<file path="src/rtl/lsu_ctrl.sv">
// Load/store unit: turns one core load/store into one or two byte-lane-aligned
// beats on a word-wide req/ack data bus and returns extended load data.
module lsu_ctrl #(
    parameter int unsigned TIMEOUT_CYCLES = 255
) (
    input  logic        clk_i,
    input  logic        rst_ni,
    input  logic        req_i,
    input  logic        mem_wren_i,
    input  logic [2:0]  width_i,
    input  logic [31:0] addr_i,
    input  logic [31:0] st_data_i,
    output logic        stall_o,
    output logic        done_o,
    output logic        err_o,
    output logic [31:0] ld_data_o,
    output logic        bus_req_o,
    output logic        bus_we_o,
    output logic [31:0] bus_addr_o,
    output logic [3:0]  bus_be_o,
    output logic [31:0] bus_wdata_o,
    input  logic        bus_ack_i,
    input  logic [31:0] bus_rdata_i
);

    typedef enum logic [1:0] {IDLE, BEAT0, BEAT1, DONE} state_e;

    typedef struct packed {
        logic        we;
        logic [2:0]  width;
        logic [31:0] addr;
        logic [31:0] data;
    } lsu_req_t;

    // Counter only ever holds 0..TIMEOUT_CYCLES-1.
    localparam int unsigned CW = (TIMEOUT_CYCLES > 1) ? $clog2(TIMEOUT_CYCLES) : 1;
    localparam logic [CW-1:0] TO_LAST = CW'((TIMEOUT_CYCLES == 0) ? 0 : TIMEOUT_CYCLES - 1);

    state_e        state_q, state_d;
    lsu_req_t      req_q, req_d, cur;
    logic [31:0]   rdata0_q, rdata0_d, rdata1_q, rdata1_d;
    logic [CW-1:0] cnt_q, cnt_d;
    logic          bus_req_q, bus_req_d, bus_we_q, bus_we_d;
    logic [31:0]   bus_addr_q, bus_addr_d, bus_wdata_q, bus_wdata_d;
    logic [3:0]    bus_be_q, bus_be_d;
    logic          err_q, err_d;
    logic [31:0]   ld_data_q, ld_data_d;

    logic          legal, split, in_beat, timeout_hit, fail;
    logic [3:0]    size_mask;
    logic [1:0]    off;
    logic [7:0]    be_wide;
    logic [63:0]   wdata_wide, wdata_lane;
    logic [31:0]   raw, ld_ext, base_addr;

    // Request decode: while idle look at the live inputs, afterwards at the latched copy,
    // so the registered bus outputs are identical in the accept cycle and during the beat.
    always_comb begin
        if (state_q == IDLE) begin
            cur.we    = mem_wren_i;
            cur.width = width_i;
            cur.addr  = addr_i;
            cur.data  = st_data_i;
        end else begin
            cur = req_q;
        end

        legal     = 1'b1;
        size_mask = 4'b0001;
        case (cur.width)
            3'b000, 3'b100:         size_mask = 4'b0001;
            3'b001, 3'b010, 3'b110: size_mask = 4'b0011;
            3'b111:                 size_mask = 4'b1111;
            default:                legal     = 1'b0;
        endcase

        off        = cur.addr[1:0];
        base_addr  = {cur.addr[31:2], 2'b00};
        be_wide    = {4'b0000, size_mask} << off;
        split      = |be_wide[7:4];
        wdata_wide = {32'h0, cur.data} << {off, 3'b000};
        for (int b = 0; b < 8; b++)
            wdata_lane[8*b +: 8] = be_wide[b] ? wdata_wide[8*b +: 8] : 8'h00;
    end

    always_comb begin
        state_d  = state_q;
        req_d    = req_q;
        rdata0_d = rdata0_q;
        rdata1_d = rdata1_q;
        fail     = 1'b0;
        in_beat  = (state_q == BEAT0) || (state_q == BEAT1);
        timeout_hit = (TIMEOUT_CYCLES != 0) && in_beat && !bus_ack_i && (cnt_q == TO_LAST);

        case (state_q)
            IDLE: begin
                if (req_i) begin
                    if (legal) begin
                        state_d  = BEAT0;
                        req_d    = cur;
                        rdata0_d = '0;
                        rdata1_d = '0;
                    end else begin
                        state_d = DONE;
                        fail    = 1'b1;
                    end
                end
            end
            BEAT0: begin
                if (bus_ack_i) begin
                    rdata0_d = bus_rdata_i;
                    state_d  = split ? BEAT1 : DONE;
                end else if (timeout_hit) begin
                    state_d = DONE;
                    fail    = 1'b1;
                end
            end
            BEAT1: begin
                if (bus_ack_i) begin
                    rdata1_d = bus_rdata_i;
                    state_d  = DONE;
                end else if (timeout_hit) begin
                    state_d = DONE;
                    fail    = 1'b1;
                end
            end
            default: state_d = IDLE;
        endcase

        cnt_d = '0;
        if ((TIMEOUT_CYCLES != 0) && in_beat && !bus_ack_i && !timeout_hit)
            cnt_d = cnt_q + CW'(1);
    end

    // Load result is built from the next-cycle rdata so it is ready in DONE.
    always_comb begin
        raw = 32'({rdata1_d, rdata0_d} >> {off, 3'b000});
        case (cur.width[1:0])
            2'b00:   ld_ext = cur.width[2] ? {24'h0, raw[7:0]} : {{24{raw[7]}}, raw[7:0]};
            2'b11:   ld_ext = raw;
            default: ld_ext = cur.width[2] ? {16'h0, raw[15:0]} : {{16{raw[15]}}, raw[15:0]};
        endcase

        err_d     = (state_d == DONE) && fail;
        ld_data_d = ((state_d == DONE) && !fail && !cur.we) ? ld_ext : 32'h0;

        bus_req_d   = 1'b0;
        bus_we_d    = 1'b0;
        bus_addr_d  = 32'h0;
        bus_be_d    = 4'h0;
        bus_wdata_d = 32'h0;
        if (state_d == BEAT0) begin
            bus_req_d   = 1'b1;
            bus_we_d    = cur.we;
            bus_addr_d  = base_addr;
            bus_be_d    = be_wide[3:0];
            bus_wdata_d = wdata_lane[31:0];
        end else if (state_d == BEAT1) begin
            bus_req_d   = 1'b1;
            bus_we_d    = cur.we;
            bus_addr_d  = base_addr + 32'd4;
            bus_be_d    = be_wide[7:4];
            bus_wdata_d = wdata_lane[63:32];
        end
    end

    always_ff @(posedge clk_i or negedge rst_ni) begin
        if (!rst_ni) begin
            state_q     <= IDLE;
            req_q       <= '0;
            rdata0_q    <= '0;
            rdata1_q    <= '0;
            cnt_q       <= '0;
            bus_req_q   <= 1'b0;
            bus_we_q    <= 1'b0;
            bus_addr_q  <= '0;
            bus_be_q    <= '0;
            bus_wdata_q <= '0;
            err_q       <= 1'b0;
            ld_data_q   <= '0;
        end else begin
            state_q     <= state_d;
            req_q       <= req_d;
            rdata0_q    <= rdata0_d;
            rdata1_q    <= rdata1_d;
            cnt_q       <= cnt_d;
            bus_req_q   <= bus_req_d;
            bus_we_q    <= bus_we_d;
            bus_addr_q  <= bus_addr_d;
            bus_be_q    <= bus_be_d;
            bus_wdata_q <= bus_wdata_d;
            err_q       <= err_d;
            ld_data_q   <= ld_data_d;
        end
    end

    assign stall_o     = ((state_q == IDLE) && req_i) || (state_q == BEAT0) || (state_q == BEAT1);
    assign done_o      = (state_q == DONE);
    assign err_o       = err_q;
    assign ld_data_o   = ld_data_q;
    assign bus_req_o   = bus_req_q;
    assign bus_we_o    = bus_we_q;
    assign bus_addr_o  = bus_addr_q;
    assign bus_be_o    = bus_be_q;
    assign bus_wdata_o = bus_wdata_q;

endmodule
</file>
<file path="config.mk">
export PLATFORM = sky130hd
export DESIGN_NAME = lsu_ctrl
export DESIGN_NICKNAME = d
export VERILOG_FILES = /design/src/rtl/lsu_ctrl.sv
export SDC_FILE = /design/constraint.sdc
export NUM_CORES = 1
export LEC_CHECK = 0
export CAP_MARGIN = 15
export CORE_MARGIN = 4
export CORE_UTILIZATION = 40
export CTS_BUF_LIST = sky130_fd_sc_hd__clkbuf_8 sky130_fd_sc_hd__clkbuf_16
export DETAILED_ROUTE_END_ITERATION = 7
export GPL_TIMING_DRIVEN = 0
export MAX_ROUTING_LAYER = met4
export PLACE_DENSITY_LB_ADDON = 0.1
export SYNTH_ARGS = -nofsm -noshare
export SYNTH_HDL_FRONTEND = slang
export SYNTH_SLANG_ARGS = --single-unit
</file>
<file path="constraint.sdc">
create_clock -name clk_i -period 5.15 [get_ports clk_i]
set_clock_uncertainty 0.05 [all_clocks]
set_input_delay 1.03 -clock clk_i [delete_from_list [all_inputs] [get_ports clk_i]]
set_output_delay 1.03 -clock clk_i [all_outputs]
set_load 0.05 [all_outputs]
</file>
== Yosys cells after proc, flatten, opt, wreduce, memory -nomap -nowiden ==
Index checks and enable logic that the tools add are counted.
Storage, ports and cells
  bits of input ports: 104
  word-level logic and storage cells: 101
  flip-flop bits (word level): 245
  output and inout bits: 105
Cells by class
  reduce and logical (&&, ||, !) cells: 22
  shift operators: 3
  add/sub/neg operators: 2
  equal/unequal tests: 13
  mux-type cells: 46
Operator list (count)
  $mux W32: 13
  $pmux W32 S2: 3
  $mux W8: 9
  $mux W68: 1
  $shl A32 B5 Y64: 1
  $shr A64 B5 Y32: 1
  $add A32 B3 Y32 const B: 1
  $eq A2 B2 Y1 const B: 5
  $mux W1: 10
  $mux W2: 5
  $eq A3 B3 Y1 const B: 3
  $add A8 B1 Y8 const B: 1
  $eq A8 B8 Y1 const B: 1
  $mux W4: 2
  $pmux W4 S2: 1
  $shl A4 B2 Y8: 1
  $logic_and A1 B1 Y1: 7
  $pmux W2 S3: 1
  $reduce_or A6 Y1: 1
  $eq A2 B1 Y1 const B: 2
  $logic_not A1 Y1: 4
  $logic_not A2 Y1: 2
  $reduce_or A4 Y1: 1
  $eq A3 B1 Y1 const B: 1
  7 further kinds: 9

== Depth between registers and ports, before layout ==
Gate-level depths: netlist of run 1.
  word-level depth: 14
  mapped depth: 27
  depth with buffers taken out: 17

== Worst setup path after synthesis of run 1 ==
Ideal clock, no wire load.
  kind: flip-flop to flip-flop
  start: register state_q[0]
  end: register bus_addr_q[26], in the netlist bus_addr_o[26]
  setup slack: -199 ps
  path buffers: 10
  data arrival time: 5167 ps
  required time: 4968 ps
  clock period less this slack: 5349 ps
  stages on the path, launching flop included: 27
  library setup time: 132 ps
  cell sequence: dfrtp_1 inv_1 ha_1 buf_4 buf_6 buf_6 buf_2 buf_2 buf_2 buf_2 mux2i_1 inv_1 ha_1 nor3_1 mux2i_2 buf_6 clkbuf_1 mux2i_1 a21oi_1 a21o_1 ha_1 clkbuf_1 a2111oi_1 nand3_1 nor4b_2 xor2_1 nor2_1
RTL lines
  from (decl): line 39  | state_e state_q, state_d;
  from (signal assigned): line 182  | state_q <= state_d;
  to (signal assigned): line 189  | bus_addr_q <= bus_addr_d;
  to (decl): line 44  | logic [31:0] bus_addr_q, bus_addr_d, bus_wdata_q, bus_wdata_d;

== Worst setup path after layout of run 1 ==
  start: register state_q[0]
  end: output stall_o
Between the ends
  word-level cells in the longest chain between the ends: 4
  elaborated cells between the ends (all ways): 6
  classes of those cells: eq/ne: 2; reduce/logical: 4
RTL lines
  $logic_not A2 Y1: line 197  | assign stall_o = ((state_q == IDLE) && req_i) || (state_q == BEAT0) || (state_q == BEAT1);
  $logic_and A1 B1 Y1: line 197
  $logic_or A1 B1 Y1: line 197
  $logic_or A1 B1 Y1 *: line 197
  to (decl): line 13  | output logic stall_o,
Every way passes the cells marked *; elsewhere a longest branch is shown, timed or not.

==> results of run 1 <==
metrics by stage:
step	TNS [ps]	cell area, um2	hold slack [ps]	worst slack [ps]
global route	-7.518	16960	329.3	-7.518
CTS	-12.14	16830	319.0	-6.084
finish	0	16960	313.3	178.5
floorplan	0	13090	387.9	19.07
global placement	-1897120	15680	399.5	-7401
detailed placement	-169520	15740	404.4	-1929
cells by family after synthesis:
kind of cell,Yosys count
AND/OR/NAND/NOR,479
AO/OA/AOI/OAI,345
flip-flops,235
multiplexers,177
buffers and inverters,115
XOR/XNOR,24
adder cells (fa/ha/maj),15
other,1
path summary, 6_finish.rpt:
check,start,to,slack [ps]
hold reg to reg,req_q[50]$_DFFE_PN0P_,req_q[50]$_DFFE_PN0P_,420
max in group asynchronous,rst_ni,bus_addr_o[22]$_DFF_PN0_,3880
hold / removal,rst_ni,rdata1_q[11]$_DFF_PN0_,310
setup reg to reg,state_q[1]$_DFF_PN0_,bus_addr_o[28]$_DFF_PN0_,340
min in group clk_i,req_q[50]$_DFFE_PN0P_,req_q[50]$_DFFE_PN0P_,420
setup / recovery,state_q[0]$_DFF_PN0_,stall_o,180
routing by layer:
layer,share of wire [%],vias to the layer above
met5,0,-
met4,2.2,0
met3,7.9,78
met2,44,526
met1,46,5844
li1,-,5463
registers in the layout, summed over array words and instances, names as in the netlist:
signal and cells:
req_q 68, err_o 1, rdata0_q 32, state_q 2, cnt_q 8, bus_req_o 1, bus_addr_o 30, bus_we_o 1
bus_wdata_o 32, bus_be_o 4, ld_data_o 32, rdata1_q 24
cell usage in the layout, fill, tap and decap left out, drive strengths merged, types with 12 or more instances in the layout:
cell type / instances
dfrtp: 235
a22oi: 31
o22ai: 33
nor2b: 16
a211oi: 26
o21ai: 64
inv: 19
clkbuf: 88
o21a: 17
a221oi: 16
a22o: 17
a21oi: 85
mux2: 90
buf: 66
ha: 15
a2111oi: 12
nand3: 38
nor2: 100
mux2i: 87
xor2: 16
a21o: 15
clkdlybuf4s50: 203
nand2: 277
timing repair:
action | CTS | global route
cloned | 1 | 0
endpoints found under the setup margin | 185 | 88
resized for setup | 54 | 17
buffers inserted | 9 | 12
pin swaps | 5 | 7
endpoints found under the hold margin | 0 | 0
final cells by class:
class                      instances  area [um2]
antenna                            2       5.005
timing repair buffer             228        2265
fill                            2966       14920
multi-input combinational       1042        6912
tap                              435       544.3
sequential                       235        5881
buffer                            96       496.7
clock inverter                    10       47.55
inverter                          14       52.55
clock buffer                      33       758.2
power groups by stage:
stage               Combinational, uW  Sequential [uW]  Clock (uW)
CTS                              7680             3030        1830
finish                           7900             3040        1800
global route                     8450             3130        1920
floorplan                        4180             3770           0
detailed placement               7440             3050           0
global placement                 7390             3030           0
==> summary.txt, run 1 <==
Worst setup path
  – Required @ worst endpoint: 4070 ps
  – Arrival @ worst endpoint: 3890 ps
  – Critical-path cell list: inv_1 -> ha_1 -> clkbuf_1 -> clkbuf_1 -> clkbuf_1 -> or3_1 -> clkdlybuf4s50_1
  – Crit path depth: 7
  – Setup crit end kind: primary output
  – Critical path's slowest cell: clkdlybuf4s50_1
  – Setup CP Type: flip-flop to primary output
  – Most frequent CP cell: clkbuf_1
  – Startpoint types: flip-flop
  – Worst path bufs/invs: 5
  – R2r worst-path depth: 21
  – Crit path largest cell delay: 810 ps
  – CP delay by family, top: buffers and inverters
  – Worst Path Max Fanout: 10

Logic synthesis
  – Top-count cell post-synth: nand2_1
  – Number of synthesized flops with an enable pin: 0
  – Xor/xnor share of the synthesized area: 1.610%
  – FF+latch count, synth: 235
  – Sequential fraction of the synthesis area: 45.03%
  – Mux contribution to synthesized area: 14.58%
  – Yosys cell types: 66
  – Adder-cell share of the synthesized area: 1.437%
  – Number of synthesis warnings: 0
  – Post-Syn Instances: 1391
  – Post-synth top area cell: dfrtp_1
  – Compound-Gate Fraction of Synth Area: 17.81%
  – Synth Cell Area: 13060 um2
  – Commonest cells post-synth: 277 x nand2_1, 235 x dfrtp_1, 100 x nor2_1
  – Top FF cell, synth: dfrtp_1
  – Avg Inst Size Synth: 9.389 um2
  – Post-synth ARST share: 100.0%
  – Synth top area share: 45.03%
  – Largest cells by area after synthesis: dfrtp_1 45%, nand2_1 8.0%, mux2_2 7.8%, mux2i_1 6.4%, a21oi_1 3.2%
  – Largest family of logic cells by synthesized area: compound AO/OA/AOI/OAI gates
  – Synth Area in Simple Gates: 15.62%

Floorplanning
  – I/O pin cnt: 209
  – Die width: 188.7 um
  – DIE AREA: 35610 um2
  – Core Region: 31880 um2
  – Rows: 65
  – Die Ht: 188.7 um
  – Initial Util: 40.97%

GRT
  – Vias in the first global route: 11644
  – Grt met2 use: 37.68%
  – Global routing's busiest layer: met2
  – Largest net degree at the start of global routing: 102
  – M1 GR Usage: 37.00%
  – Initial antenna violation count: 1
  – Total gr overflow: 0
  – GR Util met3: 5.576%
  – First-pass GRT wire length: 70.12 mm
  – Global Route Usage Sum: 25.82%

Clock network
  – Clk sink count: 235
  – Maximum clock insertion buffer count: 3
  – CTS Buf Count: 27
  – CTS root buf: clkbuf_16
  – Clock transition at the registers of the reported paths: 60 ps
  – Clock Latency Late Sink: 550 ps
  – CTS Hold Bufs: 0
  – H-Tree Depth: 1
  – TritonCTS clock tree: done

Placement
  – Final GP Congestion: 0.9321
  – Post-DP HPWL: 33.83 mm
  – Placed Cells: 2033
  – I/O Buffers: 204

STA
  – Worst-margin pin slew: 1222 ps
  – Final-report max-slew violation count: 0
  – Tcrit/Tclk final: 96.53%
  – Max Fclk: 0.2011 GHz
  – Slew headroom: 17.70%
  – Final hold violation count: 0
  – Final setup vio count: 0
  – Minimum clock period after layout: 4971 ps

Outcome
  – Outcome: complete, no violations

Power
  – Logic gate share of total power: 62.0%
  – Clock share of power: 14.1%
  – Register share of total power: 23.9%
  – Internal power: 6299 uW
  – Tot Pwr: 12740 uW
  – Switching power: 6440 uW
  – Worst VDD drop: 421.1 uV
  – Leak: 0.007540 uW
  – Cell area power density: 751.1 nW/um2
  – Switching share of power: 50.55%

Drt
  – Final wirelength: 46.14 mm
  – Detail Route Antenna Nets: 0
  – Avg WL per Cell: 22.02 um
  – First drt pass iteration count: 5
  – Vias/cell: 5.685
  – Detailed router's first-iteration violation count: 1023
  – Detailed-route DRC error count: 0
  – Via count: 11911

Cells and area
  – Utilization after layout: 53.20%
  – Nets: 1763
  – Layout cells sized above 1: 14.41%
  – Area grow syn2layout: 29.87%
  – Final instance count without filler cells: 2095

Hold path
  – Hold Path Class: primary input to async pin

Flow run
  – Max_cap viols: 0
Note: power is estimated with default switching activity, not from simulation.
==> run 2: changes to the inputs <==
--- a/config.mk
+++ b/config.mk
@@ -5,8 +5,7 @@
 export SDC_FILE = /design/constraint.sdc
 export NUM_CORES = 1
 export LEC_CHECK = 0
-export CAP_MARGIN = 15
-export CORE_MARGIN = 4
+export CORE_MARGIN = 1.5
 export CORE_UTILIZATION = 40
 export CTS_BUF_LIST = sky130_fd_sc_hd__clkbuf_8 sky130_fd_sc_hd__clkbuf_16
 export DETAILED_ROUTE_END_ITERATION = 7
==> run 2 against run 1 <==
  * Combinational power shrank 2%
  * Critical path type unchanged
  * Non-clock buffer count shrank 14
  * Largest cell class unchanged
  * Largest power group unchanged
  * Sequential cell count is the same
==> summary.txt, run 2 (synthesis gave the netlist of run 1 again) <==
Outcome
  – Outcome: complete, no violations

Cells and area
  – Utilization after layout: 52.80%
  – Layout cells sized above 1: 13.05%
  – Most frequent cells in the layout: 276 x nand2_1, 235 x dfrtp_1, 203 x clkdlybuf4s50_1, 97 x nor2_1, 90 x mux2_2
  – Max FFs per register: 68
  – Area grow syn2layout: 28.88%
  – Filler cells: 2984
  – Most common cell after layout, fill and taps aside: nand2_1
  – Nets: 1749
  – Register Area: 5881 um2
  – Multi-input gate area: 6815 um2
  – Top reg by flops: req_q
  – Final instance count without filler cells: 2086

Power
  – Worst VDD drop: 342.5 uV
  – Tot Pwr: 12640 uW
  – Cell area power density: 751.1 nW/um2
  – Leak: 0.007490 uW

Worst setup path
  – Required @ worst endpoint: 4070 ps
  – Startpoint types: flip-flop
  – Setup crit end kind: primary output
  – Worst Path Max Fanout: 10
  – Arrival @ worst endpoint: 3870 ps
  – Setup CP Type: flip-flop to primary output

Placement
  – Final GP Congestion: 0.9451
  – Post-DP HPWL: 33.11 mm
  – I/O Buffers: 204
  – Pre-CTS setup slack: -1908 ps
  – Placed Cells: 2033

Clock network
  – Maximum clock insertion buffer count: 3
  – Clock Latency Late Sink: 560 ps
  – TritonCTS clock tree: done
  – CTS Buf Count: 27
  – CTS root buf: clkbuf_16
  – H-Tree Depth: 1
  – Clock transition at the registers of the reported paths: 60 ps
  – Clk sink count: 235

STA
  – Final setup margin: 198.8 ps
  – Worst-margin pin slew: 1299 ps
  – Final setup vio count: 0
  – Final-report max-slew violation count: 0
  – Final hold violation count: 0
  – Max Fclk: 0.2020 GHz
  – Minimum clock period after layout: 4951 ps
  – Slew headroom: 12.48%
  – Tcrit/Tclk final: 96.14%
  – Hold_ws: 376.0 ps

Drt
  – Avg WL per Cell: 21.69 um
  – Via count: 11795
  – Detailed-route DRC error count: 0
  – First drt pass iteration count: 5
  – Detail Route Antenna Nets: 0
  – Final wirelength: 45.25 mm
  – Vias/cell: 5.654
  – Detailed router's first-iteration violation count: 1112

GRT
  – Largest net degree at the start of global routing: 117
  – Total gr overflow: 0
  – Global Route Usage Sum: 27.42%
  – First-pass GRT wire length: 68.76 mm
  – Vias in the first global route: 11535
  – Initial antenna violation count: 2

Floorplanning
  – Die Ht: 183.7 um
  – Rows: 65
  – Core Region: 31880 um2
  – I/O pin cnt: 209
  – Die width: 183.7 um
  – DIE AREA: 33740 um2
  – Initial Util: 40.97%

Hold path
  – Hold Path Class: primary input to async pin

Flow run
  – Max_cap viols: 0
[run 2: path summary, 6_finish.rpt]
kind / depth (start not counted) / endpoint / startpoint / slack (ps)
min in group clk_i: 2 / req_q[50]$_DFFE_PN0P_ / req_q[50]$_DFFE_PN0P_ / 430
max in group asynchronous: 3 / ld_data_o[23]$_DFF_PN0_ / rst_ni / 3360
max: 7 / stall_o / state_q[0]$_DFF_PN0_ / 200
max reg2reg: 16 / ld_data_o[27]$_DFF_PN0_ / state_q[1]$_DFF_PN0_ / 210
min: 1 / ld_data_o[6]$_DFF_PN0_ / rst_ni / 380
min reg2reg: 2 / req_q[50]$_DFFE_PN0P_ / req_q[50]$_DFFE_PN0P_ / 430
[run 2: cell type report]
| type | instances | area share (%) |
|---|---|---|
| Timing Repair Buffer | 213 | 12.90 |
| Clock buffer | 36 | 4.750 |
| Antenna cell | 3 | 0.04460 |
| Sequential cell | 235 | 34.94 |
| Tap cell | 435 | 3.233 |
| Buffer | 97 | 2.988 |
| Clock inverter | 11 | 0.3419 |
| Multi-Input combinational cell | 1042 | 40.49 |
| Inverter | 14 | 0.3122 |
[run 2: what timing repair did]
action,CTS,global route
setup buffers,6,0
resized for setup,44,6
cloned,0,1
hold buffers,0,0
endpoints found under the setup margin,182,74
pin swaps,5,2
[run 2: critical path, cell delays in order, from the launching register on]
cell	delay [ps]
dfrtp_1	420
inv_1	100
ha_1	180
clkbuf_1	470
clkbuf_1	570
clkbuf_1	550
or3_1	220
clkdlybuf4s50_1	810
[run 2: power by group]
group	switching (uW)	leakage, uW	internal, uW	total, uW
Sequential	449	0.00305	2590	3040
Clock	790	0.000441	1080	1870
Combinational	5120	0.00400	2610	7730
[run 2: layer usage]
metal	track usage [%]	wire [um]
met4	7.967	1246
met3	4.853	3882
met1	38.95	20440
met5	-	0
met2	39.91	19680
[run 2: through the flow]
step | setup TNS (ps) | cell area, um2
3_3_place_gp | -1912890 | 15680
6_report | 0 | 16830
5_1_grt | -15.40 | 16830
3_5_place_dp | -159130 | 15740
4_1_cts | 0 | 16810
2_1_floorplan | 0 | 13090
